--- src/rtl/progressive_counter.sv ---
// N-bit up counter stepped by rising edges of a raw push-button input.
// Supports parallel load, wrap or saturate at max, and an active-low hex seven-segment drive.
module progressive_counter #(
  parameter int unsigned N    = 2,
  parameter bit          WRAP = 1'b1
) (
  input  logic         clk,
  input  logic         reset,
  input  logic         load,
  input  logic [N-1:0] load_value,
  input  logic         increment,
  output logic [N-1:0] count,
  output logic         at_max,
  output logic         wrap_pulse,
  output logic [6:0]   seg
);

  localparam logic [N-1:0] CNT_MAX = {N{1'b1}};

  logic       inc_s1;
  logic       inc_s2;
  logic       inc_d;
  logic       step;
  logic [3:0] nibble;

  // Two-flop synchroniser plus a delayed copy for rising-edge detection
  always_ff @(posedge clk or posedge reset) begin
    if (reset) begin
      inc_s1 <= 1'b0;
      inc_s2 <= 1'b0;
      inc_d  <= 1'b0;
    end else begin
      inc_s1 <= increment;
      inc_s2 <= inc_s1;
      inc_d  <= inc_s2;
    end
  end

  assign step = inc_s2 & ~inc_d;

  // Load beats step; a step that coincides with a load is dropped
  always_ff @(posedge clk or posedge reset) begin
    if (reset) begin
      count      <= '0;
      wrap_pulse <= 1'b0;
    end else begin
      wrap_pulse <= 1'b0;
      if (load) begin
        count <= load_value;
      end else if (step) begin
        if (count != CNT_MAX) begin
          count <= count + N'(1);
        end else if (WRAP) begin
          count      <= '0;
          wrap_pulse <= 1'b1;
        end
      end
    end
  end

  assign at_max = (count == CNT_MAX);

  // Low hex digit; narrower counters are zero-extended
  assign nibble = 4'(count);

  always_comb begin
    seg = 7'b1111111;
    case (nibble)
      4'h0:    seg = 7'b1000000;
      4'h1:    seg = 7'b1111001;
      4'h2:    seg = 7'b0100100;
      4'h3:    seg = 7'b0110000;
      4'h4:    seg = 7'b0011001;
      4'h5:    seg = 7'b0010010;
      4'h6:    seg = 7'b0000010;
      4'h7:    seg = 7'b1111000;
      4'h8:    seg = 7'b0000000;
      4'h9:    seg = 7'b0010000;
      4'hA:    seg = 7'b0001000;
      4'hB:    seg = 7'b0000011;
      4'hC:    seg = 7'b1000110;
      4'hD:    seg = 7'b0100001;
      4'hE:    seg = 7'b0000110;
      default: seg = 7'b0001110;
    endcase
  end

endmodule

--- config.mk ---
export PLATFORM = sky130hd
export DESIGN_NAME = progressive_counter
export DESIGN_NICKNAME = d
export VERILOG_FILES = /design/src/rtl/progressive_counter.sv
export SDC_FILE = /design/constraint.sdc
export NUM_CORES = 1
export LEC_CHECK = 0
export ABC_AREA = 1
export CAP_MARGIN = 10
export CORE_AREA = 3 3 40 42
export CTS_CLUSTER_DIAMETER = 80
export DETAILED_ROUTE_END_ITERATION = 6
export DIE_AREA = 0 0 43 45
export SYNTH_ARGS = -nofsm -noshare
export SYNTH_HDL_FRONTEND = slang
export SYNTH_SLANG_ARGS = --single-unit
--- constraint.sdc ---
create_clock -name clk -period 1.9 [get_ports clk]
set_clock_uncertainty 0.1 [all_clocks]
set_input_delay 0.285 -clock clk [delete_from_list [all_inputs] [get_ports clk]]
set_output_delay 0.285 -clock clk [all_outputs]
set_load 0.01 [all_outputs]
==> results of run 1 <==
## layout by cell type, fill, tap and decap left out
master / instances
dfrtp_2: 1
dfrtp_1: 5
clkbuf_4: 3
clkdlybuf4s50_1: 12
nand2_1: 11
o21ai_1: 1
dlymetal6s2s_1: 3
inv_1: 4
nor2_1: 2
nand3_1: 1
conb_1: 1
nand2_2: 1
ha_1: 4
inv_2: 2
## flip-flops by register name, summed over array words and instances (netlist names)
register / flops
count: 2
inc_d: 1
inc_s1: 1
inc_s2: 1
wrap_pulse: 1
## stage by stage
stage	worst slack, ps	area, sq um	std cells	utilization	hold WS, ps
after floorplan	568	314	36	-	-24.0
after global placement	258	460	63	0.358	235
after detailed placement	235	460	63	0.358	239
after CTS	13.9	484	66	0.377	154
after global routing	14.9	492	66	0.383	179
final	83.4	492	66	0.383	151
## cell families (layout without fill, tap and decap cells)
| logic type | count (synthesis) | count (layout) | synth area share |
|---|---|---|---|
| simple gates | 15 | 15 | 0.191 |
| compound gates | 1 | 1 | 0.0159 |
| fa+ha+maj | 4 | 4 | 0.159 |
| buf+inv | 9 | 24 | 0.143 |
| other cells | 1 | 1 | 0.0119 |
| flops | 6 | 6 | 0.478 |
## power by group through the flow
stage,combinational [mW],sequential (mW),clock (mW)
floorplan,0.0708,0.155,0
global placement,0.147,0.153,0
detailed placement,0.146,0.153,0
CTS,0.147,0.152,0.119
global route,0.157,0.155,0.126
finish,0.140,0.153,0.111
## routing by layer
metal  part of all wire  vias to the layer above  GRT usage
li1                   -                      131          -
met1               0.44                      106     0.0767
met2               0.38                       17     0.0749
met3               0.18                        0     0.0637
met4                  0                        0          0
met5                  0                        -          0
## how the worst max path moves through the flow
stage              from     end  cells past startpoint
2_1_floorplan  count[1]  seg[3]                      3
3_3_place_gp   count[0]  seg[5]                      4
3_5_place_dp   count[0]  seg[5]                      4
4_1_cts        count[1]  seg[0]                      3
5_1_grt        count[1]  at_max                      2
6_report       count[0]  seg[2]                      3
## cell type report
type	count	area, sq um
fillers	142	793
repair buffers	15	158
multi-input cells	21	119
flip-flops and latches	6	151
clock buffers	3	22.5
well taps	15	18.8
inverters	6	22.5
## timing repair
action / CTS / global route
endpoints found under the hold margin: 0 / 0
pin swaps: 0 / 0
gates resized for setup: 1 / 4
setup endpoints to repair: 1 / 3
==> flow_summary_export.csv, run 1 <==
group,metric,value,unit
status,status,"finished, final reports clean",
pwr,cellInternalPower,0.291,mW
floorplan,die_y,45,um
worst_setup_path,ff2ff_setup_slack,700,ps
placed_design,port_buffers,15,
cells_and_area,syn2layout_area_growth,56.6,%
timing,setup_viol,0,
drt,wire_per_inst,7.65,um
global_routing,grt_pass1_vias,206,
worst_setup_path,critPathLaunchType,"flip-flop",
synth,synth_area_leaders,"dfrtp_1, ha_1, nand2_1, buf_4, inv_1",
clock_tree,hold_buffers,0,
global_routing,grt-ovfl-total,0,
clock_tree,htreeDepth,1,
worst_hold_path,holdCritPathClass,"in2async",
synth,ys_types,11,
clock_tree,cts_tree,"done",
worst_setup_path,r2r-start,"count[0]",
placed_design,gp_congestion,0.669,
timing,hold_viol,0,
synth,async_flop_share,1.00,
clock_tree,clock_sinks,6,
placed_design,dp_hpwl,426,um
global_routing,grt_max_degree,8,
pwr,power_switching,0.113,mW
worst_setup_path,crit_family,"buffers and inverters",
worst_setup_path,worstPathRequired,1510,ps
pwr,p_comb_frac,0.347,
cells_and_area,final_nets,63,
worst_setup_path,cpPeakStageDelay,520,ps
worst_setup_path,rr_worst_depth,6,
drt,postRouteAntennaNets,0,
synth,yosysWarnings,0,
synth,yosys-top-cells-count,"nand2_1, dfrtp_1, inv_1, ha_1, buf_4",
pwr,swShare,0.280,
synth,synth.largest_area_cell,"dfrtp_1",
timing,fmax,550,MHz
global_routing,grt_pass1_wl,841,um
timing,finalSetupTns,0,ps
timing,fin_crit,1820,ps
floorplan,start_util,0.244,
synth,ys_ff_latch,6,
clock_tree,clkTransAtPathRegs,40,ps
cells_and_area,diodes,0,
clock_tree,clk_latency,240,ps
drt,drt_iter0_drc,3,
floorplan,dieArea,0.00194,sq mm
pwr,clkPwrFrac,0.275,
worst_setup_path,crit_slowest_cell,"clkdlybuf4s50_1",
drt,wirelength,505,um
drt,drc,0,
synth,synth_flop_cell,"dfrtp_1",
synth,ys_seq_area_frac,0.478,
timing,rsz0062_at_grt,"false",
clock_tree,cts_setup_buffers,0,
global_routing,track_usage,0.0605,
drt,drtPass1Iterations,2,
floorplan,fp.coreArea,0.00128,sq mm
pwr,p_total,0.404,mW
worst_setup_path,r2r-end,"count[1]",
synth,yosysMostFrequentCell,"nand2_1",
synth,synth_cells,36,
pwr,pwr_density_cell,821,mW/mm^2
synth,synth.top_cell.area_share,0.478,
synth,postSynthAreaPerCell,8.72,sq um
worst_setup_path,crit_chain,"inv_1, ha_1, clkdlybuf4s50_1",
synth,syn_nets,46,
timing,post-route-period-util,0.956,
worst_setup_path,crit_buf_inv,2,
pwr,leakage,0.278,nW
drt,viasPerCell,3.85,
timing,drv_slew,0,
worst_setup_path,crit_path_end_kind,"output pin",
pwr,seq_power_share,0.378,
clock_tree,cts_made_buffers,3,
cells_and_area,drive_gt1_frac,0.137,
pwr,peakVddDrop,0.440,mV
flow_run,drv_cap,0,
floorplan,num_io_pins,17,
worst_setup_path,cp_max_fo,7,
synth,synth_edf_count,0,
clock_tree,clockRootBuffer,"clkbuf_4",
worst_setup_path,critical_path_class,"reg2out",
synth,synth_area,314,sq um
floorplan,die_w,43,um
worst_setup_path,cp.arrival,1430,ps
drt,vias,254,
floorplan,rows,13,
clock_tree,clk_path_buf_depth,2,
global_routing,antenna_found_initial,0,
No activity file was read; power rests on OpenSTA's default activity.
==> inputs of run 2 (changes only) <==
==> constraint.sdc (replaced) <==
create_clock -name clk -period 1.7 [get_ports clk]
set_clock_uncertainty 0.1 [all_clocks]
set_input_delay 0.255 -clock clk [delete_from_list [all_inputs] [get_ports clk]]
set_output_delay 0.255 -clock clk [all_outputs]
set_load 0.01 [all_outputs]
==> run 2 against run 1 <==
- first-iteration DRC count grew 67%
- non-clock buffer count grew 4
- wire length grew 17%
- combinational power grew 19%
- largest cell class unchanged
==> flow_summary_export.csv, run 2 (synthesis gave the netlist of run 1 again) <==
group,metric,value,unit
status,status,"finished, final reports clean",
cells_and_area,syn2layout_area_growth,62.2,%
timing,setup_viol,0,
drt,drt_iter0_drc,5,
worst_hold_path,holdCritPathClass,"in2async",
drt,postRouteAntennaNets,0,
floorplan,num_io_pins,17,
clock_tree,clk_latency,250,ps
worst_setup_path,critical_path_class,"reg2out",
timing,hold_viol,0,
floorplan,rows,13,
worst_setup_path,crit_path_end_kind,"output pin",
global_routing,antenna_found_initial,0,
timing,hold_slack,119,ps
placed_design,gp_congestion,0.649,
clock_tree,clk_path_buf_depth,2,
clock_tree,cts_tree,"done",
cells_and_area,largest_reg_flops,2,
pwr,leakage,0.287,nW
floorplan,die_y,45,um
timing,rsz0062_at_grt,"false",
flow_run,drv_cap,0,
clock_tree,htreeDepth,1,
cells_and_area,drive_gt1_frac,0.200,
worst_setup_path,worstPathRequired,1340,ps
placed_design,dp_hpwl,482,um
worst_setup_path,critPathLaunchType,"flip-flop",
clock_tree,clock_sinks,6,
timing,fmax,617,MHz
cells_and_area,finish.utilization,0.396,
global_routing,grt_pass1_wl,1010,um
cells_and_area,layout_common_cells,"nand2_1, clkdlybuf4s50_1, dlygate4sd2_1, dfrtp_1",
global_routing,track_usage,0.0787,
timing,drv_slew,0,
global_routing,grt_pass1_vias,248,
floorplan,die_w,43,um
pwr,peakVddDrop,0.342,mV
clock_tree,cts_made_buffers,3,
cells_and_area,diodes,0,
drt,wire_per_inst,8.47,um
cells_and_area,final_nets,67,
timing,finalSetupTns,0,ps
cells_and_area,top_register,"count",
drt,viasPerCell,4.00,
pwr,p_total,0.464,mW
placed_design,port_buffers,15,
floorplan,start_util,0.244,
clock_tree,clockRootBuffer,"clkbuf_4",
global_routing,grt-ovfl-total,0,
cells_and_area,layout_commonest_cell,"nand2_1",
clock_tree,hold_buffers,0,
pwr,pwr_density_cell,911,mW/mm^2
worst_setup_path,cp_max_fo,3,
global_routing,grt_max_degree,7,
drt,drc,0,
floorplan,dieArea,0.00194,sq mm
timing,fin_crit,1620,ps
drt,vias,280,
worst_setup_path,cp.arrival,1270,ps
timing,post-route-period-util,0.953,
drt,drtPass1Iterations,4,
clock_tree,clkTransAtPathRegs,50,ps
drt,wirelength,593,um
floorplan,fp.coreArea,0.00128,sq mm
run 2: worst paths after layout:
| check | start | end | slack [ps] | depth (start not counted) |
|---|---|---|---|---|
| min in group clk | inc_s1 | inc_s2 | 260 | 0 |
| max reg2reg | count[0] | count[0] | 540 | 7 |
| max in group asynchronous | reset | inc_s2 | 1190 | 2 |
| max | count[0] | seg[0] | 80 | 3 |
| min reg2reg | inc_s1 | inc_s2 | 260 | 0 |
| min | reset | wrap_pulse | 120 | 2 |
run 2: final cells by class:
type                       instances  area (sq um)
sequential                         6           150
multi-input combinational         21           121
clock buffer                       3          22.5
inverter                           6          22.5
timing repair buffer              19           174
fill                             140           776
tap                               15          18.8
run 2: through the flow:
stage / cell area (sq um) / std cells / setup slack (ps)
floorplan: 314 / 36 / 398
global placement: 468 / 64 / 129
detailed placement: 468 / 64 / 93.6
CTS: 499 / 69 / 49.7
global route: 509 / 70 / 5.71
finish: 509 / 70 / 79.7
run 2: power breakdown:
group          total (mW)  leakage (nW)  internal, mW  switching [mW]
combinational       0.167         0.200        0.0901          0.0774
sequential          0.166        0.0734         0.156         0.00975
clock               0.130        0.0138        0.0798          0.0507
total               0.464         0.287         0.326           0.138
run 2: layer usage:
metal	up-vias	part of all wire	GRT usage
met4	0	0.013	0.0542
met1	121	0.39	0.0784
met2	16	0.42	0.108
met3	2	0.17	0.0677
met5	-	0	0
li1	141	-	-
run 2: what timing repair did:
item                                    4_1_cts  5_1_grt
endpoints found under the setup margin        6        2
gates resized for setup                       9        1
gates cloned                                  0        0
setup buffers                                 2        1
run 2: critical path, cell delays in order, from the launching register on:
cell and delay [ps]:
dfrtp_1 400, buf_4 150, ha_1 190, dlygate4sd2_1 280
